$ cat config.mk
export PLATFORM = sky130hd
export DESIGN_NAME = bch15_7_dec
export DESIGN_NICKNAME = d
export VERILOG_FILES = /design/src/rtl/bch15_pkg.sv /design/src/rtl/gf16_mul.sv /design/src/rtl/bch15_7_dec.sv
export SDC_FILE = /design/constraint.sdc
export NUM_CORES = 1
export LEC_CHECK = 0
export ABC_CLOCK_PERIOD_IN_PS = 6800
export BUFFER_PORTS_ARGS = -buffer_cell sky130_fd_sc_hd__buf_2
export CAP_MARGIN = 20
export CORE_MARGIN = 5
export CORE_UTILIZATION = 35
export DETAILED_ROUTE_END_ITERATION = 7
export PLACE_DENSITY = 0.5
export SETUP_SLACK_MARGIN = 0.05
export SLEW_MARGIN = 15
export SYNTH_ARGS = -nofsm -noshare
export SYNTH_HDL_FRONTEND = slang
export SYNTH_SLANG_ARGS = --single-unit
$ cat constraint.sdc
create_clock -name clk -period 6.8 [get_ports clk]
set_input_delay 0 -clock clk [delete_from_list [all_inputs] [get_ports clk]]
set_output_delay 0 -clock clk [all_outputs]
set_load 0.02 [all_outputs]
$ cat src/rtl/bch15_pkg.sv
// Shared constants, GF(16) helpers and FSM encoding for the BCH(15,7) t=2 decoder.
// Latency: none (package only).
// Backpressure: n/a.
// Field is GF(2^4) with primitive polynomial x^4+x+1, alpha = 4'h2.
package bch15_pkg;

  localparam int N   = 15;
  localparam int K   = 7;
  localparam int GFW = 4;

  localparam logic [GFW-1:0] ALPHA  = 4'h2;
  localparam logic [GFW-1:0] ALPHA2 = 4'h4;
  localparam logic [GFW-1:0] ALPHA3 = 4'h8;

  // Shared bit / Chien position counter wraps after this value.
  localparam logic [3:0] CNT_LAST = 4'(N - 1);

  // Multiplicative inverse table, entry x holds inv(x); inv(0) is defined as 0
  // so that sigma2 collapses to 0 when S1 = 0.
  localparam logic [15:0][GFW-1:0] GF_INV = 64'h834A_5C2F_67BD_E910;

  typedef enum logic [1:0] {
    ST_IDLE  = 2'd0,
    ST_CALC  = 2'd1,
    ST_CHIEN = 2'd2,
    ST_OUT   = 2'd3
  } state_e;

  function automatic logic [GFW-1:0] gf_inv(input logic [GFW-1:0] x);
    return GF_INV[x];
  endfunction

endpackage

$ cat src/rtl/gf16_mul.sv
// GF(2^4) multiplier, product reduced modulo x^4+x+1.
// Latency: combinational.
// Backpressure: n/a.
// Ports: a_i, b_i operands; p_o 4-bit product.
module gf16_mul
  import bch15_pkg::*;
(
  input  logic [GFW-1:0] a_i,
  input  logic [GFW-1:0] b_i,
  output logic [GFW-1:0] p_o
);

  logic [2*GFW-2:0] prod;

  always_comb begin
    prod = '0;
    for (int i = 0; i < GFW; i++) begin
      if (b_i[i]) prod = prod ^ ({3'b000, a_i} << i);
    end
    // x^4 = x+1, x^5 = x^2+x, x^6 = x^3+x^2
    p_o = prod[3:0]
        ^ (prod[4] ? 4'h3 : 4'h0)
        ^ (prod[5] ? 4'h6 : 4'h0)
        ^ (prod[6] ? 4'hC : 4'h0);
  end

endmodule

$ cat src/rtl/bch15_7_dec.sv
// Serial BCH(15,7) t=2 decoder: Horner syndromes, one-cycle locator, 15-cycle Chien search.
// Latency: out_vld rises 17 cycles after the edge that accepts the 15th bit.
// Backpressure: result held in OUT until out_rdy; in_rdy high only in IDLE.
// Ports: clk, rst_n (async low); in_vld/in_bit/in_rdy serial input (r14 first);
//        out_vld/out_rdy handshake; out_data[6]=r14, out_nerr 0..2, out_fail.
module bch15_7_dec
  import bch15_pkg::*;
(
  input  logic         clk,
  input  logic         rst_n,
  input  logic         in_vld,
  input  logic         in_bit,
  output logic         in_rdy,
  output logic         out_vld,
  input  logic         out_rdy,
  output logic [K-1:0] out_data,
  output logic [1:0]   out_nerr,
  output logic         out_fail
);

  state_e           state_q;
  logic [3:0]       cnt_q;
  logic [GFW-1:0]   s1_q, s3_q, t1_q, t2_q;
  logic [N-1:0]     buf_q, flip_q;
  logic [1:0]       deg_q;
  logic             fail_q;
  logic [3:0]       nroot_q;
  logic             in_rdy_q, out_vld_q, out_fail_q;
  logic [K-1:0]     out_data_q;
  logic [1:0]       out_nerr_q;

  logic [GFW-1:0]   s1_a, s3_a3, s1_sq, s1_cu, sig2;
  logic [GFW-1:0]   s1_d, s3_d, t1_src, t2_src, t1_d, t2_d;
  logic [1:0]       deg_d;
  logic             fail_d, is_root, final_fail;
  logic [3:0]       pos;

  gf16_mul u_s1_step (.a_i(s1_q),          .b_i(ALPHA),        .p_o(s1_a));
  gf16_mul u_s3_step (.a_i(s3_q),          .b_i(ALPHA3),       .p_o(s3_a3));
  gf16_mul u_s1_sq   (.a_i(s1_q),          .b_i(s1_q),         .p_o(s1_sq));
  gf16_mul u_s1_cu   (.a_i(s1_sq),         .b_i(s1_q),         .p_o(s1_cu));
  gf16_mul u_sig2    (.a_i(s3_q ^ s1_cu),  .b_i(gf_inv(s1_q)), .p_o(sig2));
  gf16_mul u_t1_step (.a_i(t1_src),        .b_i(ALPHA),        .p_o(t1_d));
  gf16_mul u_t2_step (.a_i(t2_src),        .b_i(ALPHA2),       .p_o(t2_d));

  always_comb begin
    s1_d   = s1_a  ^ {3'b000, in_bit};
    s3_d   = s3_a3 ^ {3'b000, in_bit};
    // In CALC the step multipliers seed t1/t2 from sigma; in CHIEN they advance them.
    t1_src = (state_q == ST_CALC) ? s1_q : t1_q;
    t2_src = (state_q == ST_CALC) ? sig2 : t2_q;
    // sigma2 is already 0 when S3 = S1^3 (and when S1 = 0 via inv(0) = 0).
    deg_d  = 2'd0;
    if (s1_q != 4'h0) deg_d = (s3_q == s1_cu) ? 2'd1 : 2'd2;
    fail_d     = (s1_q == 4'h0) && (s3_q != 4'h0);
    is_root    = ((t1_q ^ t2_q) == 4'h1);
    pos        = CNT_LAST - cnt_q;
    final_fail = fail_q || (nroot_q != {2'b00, deg_q});
  end

  always_ff @(posedge clk or negedge rst_n) begin
    if (!rst_n) begin
      state_q    <= ST_IDLE;
      cnt_q      <= '0;
      s1_q       <= '0;
      s3_q       <= '0;
      t1_q       <= '0;
      t2_q       <= '0;
      buf_q      <= '0;
      flip_q     <= '0;
      deg_q      <= '0;
      fail_q     <= 1'b0;
      nroot_q    <= '0;
      in_rdy_q   <= 1'b1;
      out_vld_q  <= 1'b0;
      out_data_q <= '0;
      out_nerr_q <= '0;
      out_fail_q <= 1'b0;
    end else begin
      case (state_q)
        ST_IDLE: begin
          if (in_vld && in_rdy_q) begin
            buf_q <= {buf_q[N-2:0], in_bit};
            s1_q  <= s1_d;
            s3_q  <= s3_d;
            if (cnt_q == CNT_LAST) begin
              cnt_q    <= '0;
              in_rdy_q <= 1'b0;
              state_q  <= ST_CALC;
            end else begin
              cnt_q <= cnt_q + 4'd1;
            end
          end
        end
        ST_CALC: begin
          t1_q    <= t1_d;
          t2_q    <= t2_d;
          deg_q   <= deg_d;
          fail_q  <= fail_d;
          nroot_q <= '0;
          flip_q  <= '0;
          state_q <= ST_CHIEN;
        end
        ST_CHIEN: begin
          t1_q <= t1_d;
          t2_q <= t2_d;
          if (is_root) begin
            flip_q  <= flip_q | (15'(1) << pos);
            nroot_q <= nroot_q + 4'd1;
          end
          if (cnt_q == CNT_LAST) begin
            cnt_q   <= '0;
            state_q <= ST_OUT;
          end else begin
            cnt_q <= cnt_q + 4'd1;
          end
        end
        ST_OUT: begin
          // First OUT cycle resolves the root-count check and registers the result.
          if (!out_vld_q) begin
            out_vld_q  <= 1'b1;
            out_fail_q <= final_fail;
            out_nerr_q <= final_fail ? 2'd0 : deg_q;
            out_data_q <= final_fail ? buf_q[N-1:N-K] : (buf_q[N-1:N-K] ^ flip_q[N-1:N-K]);
          end else if (out_rdy) begin
            out_vld_q <= 1'b0;
            in_rdy_q  <= 1'b1;
            s1_q      <= '0;
            s3_q      <= '0;
            state_q   <= ST_IDLE;
          end
        end
        default: state_q <= ST_IDLE;
      endcase
    end
  end

  assign in_rdy   = in_rdy_q;
  assign out_vld  = out_vld_q;
  assign out_data = out_data_q;
  assign out_nerr = out_nerr_q;
  assign out_fail = out_fail_q;

endmodule

Word-level counts from Yosys, hierarchy flattened
Memories as Yosys holds them, arrays and structs flattened.
Cells that the tools add are included.
{"block": "word_totals", "ram_bits": 0, "n_memories": 1, "mem_bits_ro": 64, "ff_bits": 71, "latchBits": 0}
{"block": "classes", "n_lt_le_gt_ge": 1, "add_sub_neg": 3, "shift": 1, "reduce_logical": 18, "n_mux": 61, "n_eq_ne": 13, "bitwise_logic": 32, "multipliers": 0, "div": 0}
{"name": "(no name shown)", "depth": 16, "word_bits": 4, "read_ports": 1, "rd_ports_with_merged_regs": 0, "wr": 0, "line_no": "bch15_pkg.sv:30", "source": "return GF_INV[x];"}
{"cell": "4-bit bitwise XOR", "n": 18}
{"cell": "7-bit two-way mux", "n": 10}
{"cell": "4-bit two-way mux", "n": 17}
{"cell": "4-bit case mux with 2 select lines", "n": 4}
{"cell": "2-bit two-way mux", "n": 15}
{"cell": "15-bit case mux with 2 select lines", "n": 1}
{"cell": "7-bit bitwise XOR", "n": 4}
{"cell": "7-bit by 5-bit bitwise XOR with 7-bit output", "n": 3}
{"cell": "7-bit by 6-bit bitwise XOR with 7-bit output", "n": 3}
{"cell": "15-bit two-way mux", "n": 1}
{"cell": "3-bit two-way mux", "n": 5}
{"cell": "15-bit OR", "n": 1}
{"cell": "1-bit by 4-bit << shifter with 15-bit output (first input constant)", "n": 1}
{"cell": "2-bit inequality test (second input constant)", "n": 6}
{"cell": "5-bit AND reduction", "n": 2}
{"cell": "4-bit by 1-bit adder with 4-bit output (second input constant)", "n": 2}
{"cell": "2-bit case mux with 4 select lines", "n": 1}
{"cell": "2-bit AND reduction", "n": 4}
{"cell": "4-bit nonzero test", "n": 2}
{"cell": "4-bit by 1-bit bitwise XOR with 4-bit output", "n": 2}
{"cell": "1-bit two-way mux", "n": 6}
{"cell": "2-bit nonzero test", "n": 3}
{"cell": "4-bit by 5-bit < comparator with 1-bit output (second input constant)", "n": 1}
{"cell": "2-bit == test (second input constant)", "n": 2}
{"cell": "other kinds (14)", "n": 15}

Longest topological paths before layout
Gate-level depths: netlist of the first run.
{"block": "depth", "ltp_word": 38, "depth_mapped": 13}

Cells and area by module
From an unflattened synthesis of the first run, not the netlist that was laid out.
{"block": "hier_totals", "cells_unflattened": 527, "hier_area_um2": 4874.7}
{"mod": "bch15_7_dec", "seq_area_each_um2": 1577.8, "area_each_um2": 3263.1, "instances": 1, "cells_per_inst": 289}
{"mod": "gf16_mul", "seq_area_each_um2": 0.0, "area_each_um2": 230.2, "instances": 7, "cells_per_inst": 34}

Worst setup path before layout of the first run
Ideal clock, no wire load.
{"block": "synth_timing", "path_type": "flip-flop to flip-flop", "startpoint": "register s1_q[0]", "endpoint": "register t2_q[2]", "arrival_time_ps": 3523, "slack_ps": 3195, "stages_incl_launch_ff": 14, "n_path_buf": 1, "required_time_ps": 6718, "path_cell_list": "dfrtp_1 -> buf_2 -> inv_1 -> ha_1 -> nor4bb_1 -> a221oi_2 -> xnor2_1 -> or4_4 -> and2_4 -> a211o_1 -> a22o_1 -> a31oi_4 -> or3b_1 -> a31oi_1"}
{"block": "synth_via", "elab_chain_cells": 34}
{"item": "from (decl)", "line_no": "bch15_7_dec.sv:23", "source": "logic [GFW-1:0] s1_q, s3_q, t1_q, t2_q;"}
{"item": "from (signal assigned)", "line_no": "bch15_7_dec.sv:65", "source": "s1_q <= '0;"}
{"item": "from (signal assigned)", "line_no": "bch15_7_dec.sv:84", "source": "s1_q <= s1_d;"}
{"item": "from (signal assigned)", "line_no": "bch15_7_dec.sv:128", "source": "s1_q <= '0;"}
{"item": "4-bit two-way mux", "line_no": "gf16_mul.sv:18", "source": "if (b_i[i]) prod = prod ^ ({3'b000, a_i} << i);"}
{"item": "7-bit by 5-bit bitwise XOR with 7-bit output", "line_no": "gf16_mul.sv:18"}
{"item": "7-bit two-way mux", "line_no": "gf16_mul.sv:18"}
{"item": "7-bit by 6-bit bitwise XOR with 7-bit output", "line_no": "gf16_mul.sv:18"}
{"item": "7-bit two-way mux", "line_no": "gf16_mul.sv:18"}
{"item": "7-bit bitwise XOR", "line_no": "gf16_mul.sv:18"}
{"item": "7-bit two-way mux", "line_no": "gf16_mul.sv:18"}
{"item": "4-bit bitwise XOR", "line_no": "gf16_mul.sv:22", "source": "^ (prod[4] ? 4'h3 : 4'h0)"}
{"item": "[... 18 more ...]"}
{"item": "7-bit bitwise XOR / 7-bit two-way mux (equally long branches)", "line_no": "gf16_mul.sv:18"}
{"item": "7-bit two-way mux (*)", "line_no": "gf16_mul.sv:18"}
{"item": "4-bit bitwise XOR", "line_no": "gf16_mul.sv:22"}
{"item": "4-bit bitwise XOR", "line_no": "gf16_mul.sv:23", "source": "^ (prod[5] ? 4'h6 : 4'h0)"}
{"item": "4-bit bitwise XOR (*)", "line_no": "gf16_mul.sv:24", "source": "^ (prod[6] ? 4'hC : 4'h0);"}
{"item": "4-bit two-way mux (*)", "line_no": "bch15_7_dec.sv:51", "source": "t2_src = (state_q == ST_CALC) ? sig2 : t2_q;"}
{"item": "4-bit bitwise XOR / 3-bit two-way mux (equally long branches)", "line_no": "gf16_mul.sv:22, gf16_mul.sv:23"}
{"item": "4-bit bitwise XOR (*)", "line_no": "gf16_mul.sv:23"}
{"item": "to (signal assigned)", "line_no": "bch15_7_dec.sv:97", "source": "t2_q <= t2_d;"}
{"item": "to (signal assigned)", "line_no": "bch15_7_dec.sv:106", "source": "t2_q <= t2_d;"}
{"item": "to (decl)", "line_no": "bch15_7_dec.sv:23"}
Mark *: on every way between the ends. The rest lies on a longest branch, timed or not. The select of a mux whose other input is x is not followed.
A chain may end at the register's enable or synchronous reset.

Worst setup path in the final report of the first run
{"block": "layout_timing", "startpoint": "register s1_q[2]", "endpoint": "register t2_q[2]"}
{"block": "layout_via", "elab_chain_cells": 33}
{"item": "7-bit by 5-bit bitwise XOR with 7-bit output / 4-bit two-way mux (equally long branches)", "line_no": "gf16_mul.sv:18"}
{"item": "7-bit two-way mux / 7-bit by 5-bit bitwise XOR with 7-bit output (equally long branches)", "line_no": "gf16_mul.sv:18"}
{"item": "7-bit by 6-bit bitwise XOR with 7-bit output / 7-bit two-way mux (equally long branches)", "line_no": "gf16_mul.sv:18"}
{"item": "7-bit two-way mux / 7-bit by 6-bit bitwise XOR with 7-bit output (equally long branches)", "line_no": "gf16_mul.sv:18"}
{"item": "7-bit bitwise XOR / 7-bit two-way mux (equally long branches)", "line_no": "gf16_mul.sv:18"}
{"item": "7-bit two-way mux / 7-bit bitwise XOR (equally long branches)", "line_no": "gf16_mul.sv:18"}
{"item": "4-bit bitwise XOR / 7-bit two-way mux (equally long branches)", "line_no": "gf16_mul.sv:22, gf16_mul.sv:18"}
{"item": "4-bit bitwise XOR, on equally long branches", "line_no": "gf16_mul.sv:23, gf16_mul.sv:22"}
{"item": "[... 17 more ...]"}
{"item": "7-bit bitwise XOR / 7-bit two-way mux (equally long branches)", "line_no": "gf16_mul.sv:18"}
{"item": "7-bit two-way mux (*)", "line_no": "gf16_mul.sv:18"}
{"item": "4-bit bitwise XOR", "line_no": "gf16_mul.sv:22"}
{"item": "4-bit bitwise XOR", "line_no": "gf16_mul.sv:23"}
{"item": "4-bit bitwise XOR (*)", "line_no": "gf16_mul.sv:24"}
{"item": "4-bit two-way mux (*)", "line_no": "bch15_7_dec.sv:51"}
{"item": "4-bit bitwise XOR / 3-bit two-way mux (equally long branches)", "line_no": "gf16_mul.sv:22, gf16_mul.sv:23"}
{"item": "4-bit bitwise XOR (*)", "line_no": "gf16_mul.sv:23"}
Marks and branches as above.

==> results of run 1 <==
[registers in the layout, summed over array words and instances (netlist names)]
signal    count
buf_q        15
flip_q        7
out_data      7
cnt_q         4
nroot_q       4
s1_q          4
s3_q          4
t1_q          4
t2_q          4
deg_q         2
out_nerr      2
state_q       2
fail_q        1
in_rdy        1
out_fail      1
out_vld       1
[metrics by stage]
step	hold slack, ns	total power [uW]	cell area [sq um]	utilization (%)	setup slack, ns
after floorplan	-0.296	1540	4040	-	3.20
after global placement	0.235	1770	4210	37.1	2.77
after detailed placement	0.237	1780	4210	37.1	2.71
after CTS	0.0375	2210	4510	39.6	2.71
after global routing	0.0684	2390	4510	39.6	2.28
final	0.0466	2180	4510	39.6	2.70
[final cells by class]
class | count | area, sq um
Inverter | 16 | 60.1
Sequential cell | 63 | 1580
Timing Repair Buffer | 20 | 115
Clock buffer | 16 | 272
Tap cell | 143 | 179
Fill cell | 1140 | 6860
Multi-Input combinational cell | 327 | 2300
[cell families after synthesis]
family / after synthesis / share of synthesized area [%]
XOR/XNOR: 41 / 9.92
AND/OR/NAND/NOR: 146 / 17.6
AO/OA/AOI/OAI: 90 / 14.6
adder cells (fa/ha/maj): 19 / 5.89
buffers and inverters: 34 / 3.90
multiplexers: 31 / 8.99
flip-flops: 63 / 39.1
[worst register-to-register path: cells and delay by family (launching register included)]
kind | cells | cell delay, ns
AND/OR/NAND/NOR | 4 | 1.14
AO/OA/AOI/OAI | 5 | 1.13
flip-flops | 1 | 0.84
adder cells (fa/ha/maj) | 1 | 0.43
buffers and inverters | 1 | 0.34
XOR/XNOR | 1 | 0.11
[repair_timing]
action	in CTS	in global routing
hold buffers	2	0
gates resized for setup	0	0
setup buffers	0	0
hold endpoints to repair	63	0
[cells in the mapped netlist, drive strengths merged, types with 2 or more instances]
| master | number | area (sq um) |
|---|---|---|
| dfrtp | 62 | 1550 |
| nand2 | 52 | 195 |
| nor2 | 28 | 105 |
| o21ai | 26 | 130 |
| a21oi | 24 | 120 |
| nand3 | 21 | 105 |
| xor2 | 20 | 175 |
| ha | 19 | 238 |
| mux2 | 19 | 218 |
| xnor2 | 18 | 158 |
| inv | 16 | 60.1 |
| mux2i | 11 | 123 |
| a31oi | 9 | 71.3 |
| buf | 9 | 63.8 |
| clkbuf | 9 | 33.8 |
| and2 | 8 | 55.1 |
| nand2b | 7 | 43.8 |
| nor2b | 6 | 37.5 |
| nand4 | 4 | 25.0 |
| a211o | 3 | 26.3 |
| a21o | 3 | 22.5 |
| a22o | 3 | 26.3 |
| nand3b | 3 | 22.5 |
| nor3 | 3 | 15.0 |
| nor4 | 3 | 18.8 |
| o31ai | 3 | 22.5 |
| xnor3 | 3 | 67.6 |
| a221o | 2 | 20.0 |
| and3 | 2 | 12.5 |
| nor3b | 2 | 15.0 |
| o211ai | 2 | 15.0 |
| o21bai | 2 | 15.0 |
| or4 | 2 | 18.8 |
[metal layers]
metal	wire (um)	global-route usage, %	vias up
met1	4030	17.9	1387
li1	-	-	1522
met5	0	0	-
met3	396	4.09	11
met2	3580	18.5	49
met4	107	3.92	0
[path summary, 6_finish.rpt]
| path | to | slack (ns) | cells after the start |
|---|---|---|---|
| worst max register to register | t2_q[2] | 2.70 | 12 |
| max in group asynchronous | t2_q[3] | 5.90 | 3 |
| worst min register to register | out_data[4] | 0.47 | 2 |
| worst min-delay path | out_vld | 0.05 | 3 |
| worst max-delay path | t2_q[2] | 2.70 | 12 |
| min in group asynchronous | t2_q[2] | 0.37 | 3 |
[power by group]
part / switching [uW] / leakage, uW / internal, uW / total (uW)
sequential: 147 / 0.000821 / 494 / 642
clock: 151 / 0.000131 / 267 / 418
combinational: 614 / 0.00103 / 506 / 1120
total: 913 / 0.00199 / 1270 / 2180
==> impl_metrics.yaml, run 1 <==
die:
  coreArea_sq_um: 11400
  die-area_sq_um: 13800
  dieWidth_um: 117
  dieHeight_um: 117
  num_io_pins: 17
  std_cell_rows: 39
  initial_core_util_pct: 35.5
sta:
  drv_slew: 0
  tns_ns: 0
  period_share_pct: 60.3
  max-slew-margin-rel_pct: 36.6
  hold_violations: 0
  tightestPinTransition_ns: 0.951
  fin_crit_ns: 4.10
  fmax_ghz: 0.244
  setup_viol: 0
  rsz0062_at_grt: "false"
  clock_skew_ns: 0.00604
worst_setup_path:
  worst_setup_path_end_kind: "flop"
  max_stage_delay_ns: 0.84
  cp-start-kind: "flop"
  worstReg2RegStart: "s1_q[2]"
  slowest_stage: "dfrtp_1"
  crit_fanout: 24
  crit_start: "s1_q[2]"
  crit_arrival_ns: 4.35
  path_cells: "inv_1 > ha_1 > nand2b_1 > a221oi_2 > xnor2_1 > or4_4 > and2_4 > a211o_1 > a22o_1 > a31oi_4 > or3b_1 > a31oi_1"
  critical_path_required_ns: 7.05
  crit_family: "simple AND/OR/NAND/NOR gates"
  critPathKind: "reg2reg"
  path_buf_inv: 1
drt:
  ant_nets: 0
  drc_errors: 0
  via_count: 2969
  avgRoutedWirePerCell_um: 13.9
  drt_iter0_markers: 165
  drt_first_pass_iters: 4
  vias_per_cell: 5.08
  routed_wl_mm: 8.12
placement:
  place.gp.congestion: 0.916
  post-place-cells: 567
  portBuffers: 16
  post-dp-hpwl_mm: 5.82
clock_network:
  clkSinkCount: 63
  clockBufferDepth: 2
  cts_htree_levels: 3
  worst_skew_pair.late_latency_ns: 0.33
  cts_root_buffer: "clkbuf_16"
  cts_tree: "built"
  clkTransAtPathRegs_ns: 0.05
  cts_inserted_buffers: 9
yosys:
  async_flop_share_pct: 100
  synth_edf_count: 0
  synth_nets: 448
  seq_area_frac_synth_pct: 39.1
  syn_area_sq_um: 4040
  synth_warnings: 0
  yosys_most_used_dff: "dfrtp_1"
  ys_types: 62
  synthCells: 424
  syn_avg_cell_area_sq_um: 9.52
  synth-seq-cells: 63
grt:
  grt_usage_pct: 12.7
  grt_max_degree: 64
  grt_pass1_vias: 2955
  antenna_found_initial: 0
  grt_pass1_wl_mm: 14.6
  overflow: 0
finish:
  final_nets: 461
  drive_above_1_share_pct: 13.3
  final_cell_mix: "dfrtp_1, nand2_1, nor2_1, a21oi_1, o21ai_0"
  fin_cells: 585
  num_antenna_cells: 0
  areaGrowthSynthToFinish_pct: 11.6
  mostFrequentLayoutCell: "dfrtp_1"
pwr:
  leakagePower_uw: 0.00199
  power-per-cell-area_nw_per_um2: 484
  vdd_drop_max_v: 0.000198
flow_run:
  drv_cap: 0
worst_hold_path:
  min_from: "out_rdy"
  min_path_type: "in2reg"
run_status:
  outcome: "finished clean"
No activity file was read; power rests on OpenSTA's default activity.
==> inputs of run 2 (changes only) <==
--- a/config.mk
+++ b/config.mk
@@ -5,7 +5,8 @@
 export SDC_FILE = /design/constraint.sdc
 export NUM_CORES = 1
 export LEC_CHECK = 0
-export ABC_CLOCK_PERIOD_IN_PS = 6800
+export ABC_AREA = 1
+export ABC_CLOCK_PERIOD_IN_PS = 3940
 export BUFFER_PORTS_ARGS = -buffer_cell sky130_fd_sc_hd__buf_2
 export CAP_MARGIN = 20
 export CORE_MARGIN = 5
==> constraint.sdc (replaced) <==
create_clock -name clk -period 3.94 [get_ports clk]
set_input_delay 0 -clock clk [delete_from_list [all_inputs] [get_ports clk]]
set_output_delay 0 -clock clk [all_outputs]
set_load 0.02 [all_outputs]
==> impl_metrics.yaml, run 2 <==
clock_network:
  clkTransAtPathRegs_ns: 0.05
  cts_tree: "built"
  worst_skew_pair.late_latency_ns: 0.32
  cts_resized: 0
  clockBufferDepth: 2
  clkSinkCount: 63
  cts_inserted_buffers: 9
  cts_root_buffer: "clkbuf_16"
  cts_htree_levels: 3
yosys:
  synth_top_family_by_area: "simple AND/OR/NAND/NOR gates"
  synth-seq-cells: 63
  synth_warnings: 0
  synthTopCellsByCount: "nand2_1, inv_1, dfrtp_1, nand3_1, nor2_1"
  yosys_most_used_dff: "dfrtp_1"
  synthMuxAreaShare_pct: 0.271
  synthSimpleGateAreaFrac_pct: 33.4
  syn_avg_cell_area_sq_um: 6.98
  ys_types: 33
  yosysMostFrequentCell: "nand2_1"
  yosys.area_share.adder_pct: 5.73
  synth_area_leaders: "dfrtp_1, nand2_1, nand3_1, inv_1, ha_1"
  synthCells: 594
  synth_largest_area_cell: "dfrtp_1"
  syn_area_sq_um: 4150
  synth_edf_count: 0
  synth_top_area_share_pct: 37.4
  seq_area_frac_synth_pct: 38.0
  synth-compound-area-share_pct: 10.2
  synthXorXnorAreaFrac_pct: 3.17
  async_flop_share_pct: 100
  synth_nets: 618
run_status:
  outcome: "finished clean"
die:
  num_io_pins: 17
  dieWidth_um: 119
  initial_core_util_pct: 36.0
  die-area_sq_um: 14100
  coreArea_sq_um: 11500
  dieHeight_um: 119
  std_cell_rows: 39
placement:
  post-dp-hpwl_mm: 7.33
  placed_area_sq_um: 4390
  post-place-cells: 747
  place.gp.congestion: 0.907
  portBuffers: 16
sta:
  fmax_ghz: 0.323
  drv_slew: 0
  period_share_pct: 78.6
  tns_ns: 0
  tightestPinTransition_ns: 0.811
  setup_viol: 0
  rsz0062_at_grt: "false"
  clock_skew_ns: 0.00352
  fin_crit_ns: 3.10
  hold_violations: 0
  max-slew-margin-rel_pct: 45.9
worst_setup_path:
  crit_end: "t2_q[3]"
  critical_path_required_ns: 4.15
  rr_endpoint: "t2_q[3]"
  worstReg2RegStart: "s1_q[0]"
  crit_start: "s1_q[0]"
  rrSetupSlack_ns: 0.84
  cp-start-kind: "flop"
  crit_arrival_ns: 3.31
  worst_setup_path_end_kind: "flop"
  reg2reg_depth: 18
  crit_fanout: 16
  critPathKind: "reg2reg"
finish:
  drive_above_1_share_pct: 10.1
  mostFrequentLayoutCell: "nand2_1"
  top_register: "buf_q"
  largest_reg_flops: 15
  utilization_pct: 40.8
  final_nets: 642
  num_antenna_cells: 0
  fin_cells: 765
  final_cell_mix: "nand2_1, inv_1, nand3_1, dfrtp_1, nor2_1"
  nFillCells: 1233
  finish.instance_area_sq_um: 4700
  areaGrowthSynthToFinish_pct: 13.2
grt:
  overflow: 0
  grt_pass1_vias: 3609
  grt_max_degree: 64
  antenna_found_initial: 0
  grt_pass1_wl_mm: 17.1
  grt_usage_pct: 14.8
drt:
  via_count: 3725
  drc_errors: 0
  vias_per_cell: 4.87
  avgRoutedWirePerCell_um: 13.0
  routed_wl_mm: 9.97
  drt_iter0_markers: 213
  ant_nets: 0
  drt_first_pass_iters: 5
pwr:
  power_uw: 1430
  power-per-cell-area_nw_per_um2: 304
  leakagePower_uw: 0.00254
  vdd_drop_max_v: 0.000172
flow_run:
  drv_cap: 0
worst_hold_path:
  min_path_type: "in2reg"
run 2: cell types whose count changed after synthesis, sizes merged, moves of 5 or more:
cell	previous run	this run
nor2	28	54
xnor2	18	2
nand2b	7	0
and2	8	0
inv	16	84
a31oi	9	1
mux2i	11	0
nor2b	6	0
nand2	52	183
clkbuf	9	4
xor2	20	13
o21ai	26	41
mux2	19	1
nand3	21	68
run 2: layer usage:
layer | GRT usage (%) | wire length (um) | up-vias
li1 | - | - | 1950
met4 | 6.88 | 146 | 0
met3 | 2.18 | 289 | 11
met1 | 18.8 | 4800 | 1704
met2 | 24.9 | 4730 | 60
met5 | 0 | 0 | -
run 2: cell type report:
class / count / area (sq um) / area share [%]
inverters: 86 / 325 / 6.93
well taps: 143 / 179 / 3.81
clock buffers: 15 / 278 / 5.92
flip-flops and latches: 63 / 1580 / 33.6
multi-input cells: 434 / 2190 / 46.6
repair buffers: 24 / 148 / 3.14
run 2: cells by family (layout without fill, tap and decap cells):
family | Yosys count | in the layout
and+or+nand+nor | 319 | 319
buffers and inverters | 97 | 125
AOI/OAI and AO/OA | 80 | 80
DFF | 63 | 63
adders and majority gates | 19 | 19
xor gates and xnor gates | 15 | 15
muxes | 1 | 1
run 2: power breakdown:
group          internal [uW]  switching, uW
Combinational           11.2           27.8
Clock                    474            262
Sequential               649           3.40
Total                   1130            293
run 2: critical path: stages (launching register included):
cell     delay (ns)
dfrtp_1        0.71
inv_2          0.17
ha_1           0.35
nand2_1        0.08
xor2_1         0.25
inv_1          0.09
nand3_1        0.09
nand2_1        0.06
nand3_1        0.09
nand2_1        0.12
nand2_1        0.10
nand4_1        0.12
nand3_1        0.14
nand2_2        0.08
or2_1          0.24
nand3_1        0.07
nand3_1        0.08
nand2_1        0.09
nand2_1        0.05
run 2: what timing repair did:
action	4_1_cts	5_1_grt
hold endpoints to repair	64	0
setup buffers	0	0
hold buffers	3	0
run 2: how the worst min path moves through the flow:
stage	cells past startpoint	endpoint	slack (ns)	startpoint
6_report	5	cnt_q[0]	0.18	in_vld
3_3_place_gp	2	cnt_q[1]	0.23	rst_n
4_1_cts	5	cnt_q[0]	0.17	in_vld
5_1_grt	5	cnt_q[0]	0.24	in_vld
3_5_place_dp	2	cnt_q[1]	0.23	rst_n
2_1_floorplan	0	buf_q[0]	-0.30	rst_n
run 2: metrics by stage:
step,hold slack [ns],setup slack (ns)
floorplan,-0.296,1.22
finish,0.177,0.845
CTS,0.165,0.847
global placement,0.235,0.948
global route,0.239,0.476
detailed placement,0.233,0.872
==> inputs of run 3 (changes only) <==
--- a/config.mk
+++ b/config.mk
@@ -6,13 +6,13 @@
 export NUM_CORES = 1
 export LEC_CHECK = 0
 export ABC_AREA = 1
-export ABC_CLOCK_PERIOD_IN_PS = 3940
+export ABC_CLOCK_PERIOD_IN_PS = 2530
 export BUFFER_PORTS_ARGS = -buffer_cell sky130_fd_sc_hd__buf_2
 export CAP_MARGIN = 20
 export CORE_MARGIN = 5
 export CORE_UTILIZATION = 35
 export DETAILED_ROUTE_END_ITERATION = 7
-export PLACE_DENSITY = 0.5
+export PLACE_DENSITY = 0.52
 export SETUP_SLACK_MARGIN = 0.05
 export SLEW_MARGIN = 15
 export SYNTH_ARGS = -nofsm -noshare
==> constraint.sdc (replaced) <==
create_clock -name clk -period 2.53 [get_ports clk]
set_input_delay 0 -clock clk [delete_from_list [all_inputs] [get_ports clk]]
set_output_delay 0 -clock clk [all_outputs]
set_load 0.02 [all_outputs]
==> impl_metrics.yaml, run 3 (synthesis gave the netlist of run 2 again) <==
sta:
  tightestPinTransition_ns: 0.816
  rsz0062_at_grt: "true"
  hold_violations: 0
  final.setup.worst_slack_ns: -0.0501
  clock_skew_ns: 0.00588
  fmax_ghz: 0.388
  fin_crit_ns: 2.58
  max-slew-margin-rel_pct: 45.6
  drv_slew: 0
  period_share_pct: 102
  tns_ns: -0.0575
  setup_viol: 2
worst_setup_path:
  cp_common_cell: "nand2_2"
  crit_start: "s1_q[0]"
  critical_path_required_ns: 2.75
  crit_family: "simple AND/OR/NAND/NOR gates"
  critPathKind: "reg2reg"
  crit_fanout: 8
  worst_setup_path_end_kind: "flop"
  crit_arrival_ns: 2.80
  slowest_stage: "dfrtp_2"
  worstReg2RegStart: "s1_q[0]"
  cp-start-kind: "flop"
  path_cells: "inv_2 > buf_6 > nand2_2 > inv_2 > nand2_4 > nand2_2 > nor2_2 > nand3_2 > nand2_2 > nand2_1 > nand2_2 > nand3_1 > nand2_2 > nor2_4 > nand3_1 > nand2_2 > or2_1 > nand3_1 > nand3_1 > nand2_1 > nand2_1"
  max_stage_delay_ns: 0.50
  path_buf_inv: 3
finish:
  top_register: "buf_q"
  finish.instance_area_sq_um: 5350
  final_cell_mix: "nand2_1, inv_1, dfrtp_1, nor2_1, nand3_1"
  utilization_pct: 46.4
  areaGrowthSynthToFinish_pct: 29.0
  mostFrequentLayoutCell: "nand2_1"
  drive_above_1_share_pct: 26.2
  final_nets: 682
  num_antenna_cells: 0
  largest_reg_flops: 15
grt:
  antenna_found_initial: 0
  grt_usage_pct: 15.1
  grt_pass1_wl_mm: 17.6
  overflow: 0
  grt_max_degree: 64
  grt_pass1_vias: 3748
pwr:
  power-per-cell-area_nw_per_um2: 430
  vdd_drop_max_v: 0.000354
  leakagePower_uw: 0.00280
drt:
  vias_per_cell: 4.88
  avgRoutedWirePerCell_um: 12.8
  drt_first_pass_iters: 5
  via_count: 3936
  ant_nets: 0
  drt_iter0_markers: 211
  routed_wl_mm: 10.3
  drc_errors: 0
worst_hold_path:
  min_path_type: "in2reg"
  min_from: "in_bit"
placement:
  place.gp.congestion: 0.900
  post-dp-hpwl_mm: 7.56
  placed_area_sq_um: 4650
  portBuffers: 16
die:
  num_io_pins: 17
  initial_core_util_pct: 36.0
  dieWidth_um: 119
  die-area_sq_um: 14100
  std_cell_rows: 39
  coreArea_sq_um: 11500
  dieHeight_um: 119
clock_network:
  worst_skew_pair.late_latency_ns: 0.32
  clkSinkCount: 63
  cts_root_buffer: "clkbuf_16"
  cts_tree: "built"
  clockBufferDepth: 2
  cts_htree_levels: 3
  cts_inserted_buffers: 9
  clkTransAtPathRegs_ns: 0.05
run_status:
  violations: "negative setup slack"
  outcome: "complete, but fails checks"
flow_run:
  drv_cap: 0
[run 3: power by group]
| group | switching, uW | internal, uW |
|---|---|---|
| combinational | 50.6 | 28.0 |
| sequential | 4.50 | 1010 |
| clock | 416 | 788 |
[run 3: path summary, 6_finish.rpt]
check	to	slack [ns]	cells after the start
worst max-delay path	t2_q[3]	-0.05	21
worst min-delay path	buf_q[0]	0.02	2
worst max register to register	t2_q[3]	-0.05	21
worst min register to register	out_data[2]	0.47	2
max in group asynchronous	s1_q[2]	1.59	3
min in group asynchronous	cnt_q[1]	0.36	3
[run 3: area by class of cell]
cell class	instances	area (sq um)
clock inverters	3	42.5
clock buffers	13	250
multi-input cells	434	2520
inverters	86	325
repair buffers	64	453
flip-flops and latches	63	1580
well taps	143	179
fillers	1128	6170
[run 3: routing by layer]
layer	track usage [%]	wire, um
met1	19.3	4820
met2	25.1	4980
met3	3.03	279
met4	6.01	229
met5	0	0
[run 3: per-stage QoR]
| stage | std cells | total power (uW) | hold WS, ns | setup slack [ns] |
|---|---|---|---|---|
| after floorplan | 594 | 1060 | -0.296 | 0.0533 |
| after global placement | 782 | 1100 | 0.228 | -0.0968 |
| after detailed placement | 782 | 1100 | 0.234 | -0.155 |
| after CTS | 803 | 2340 | 0.0120 | 0.000498 |
| after global routing | 806 | 2410 | 0.00971 | -0.275 |
| final | 806 | 2300 | 0.0159 | -0.0501 |
[run 3: what timing repair did]
item	in CTS	in global routing
setup endpoints to repair	6	6
hold buffers	2	0
pin swaps	8	4
hold endpoints to repair	63	0
resized for setup	45	41
buffers inserted	3	3
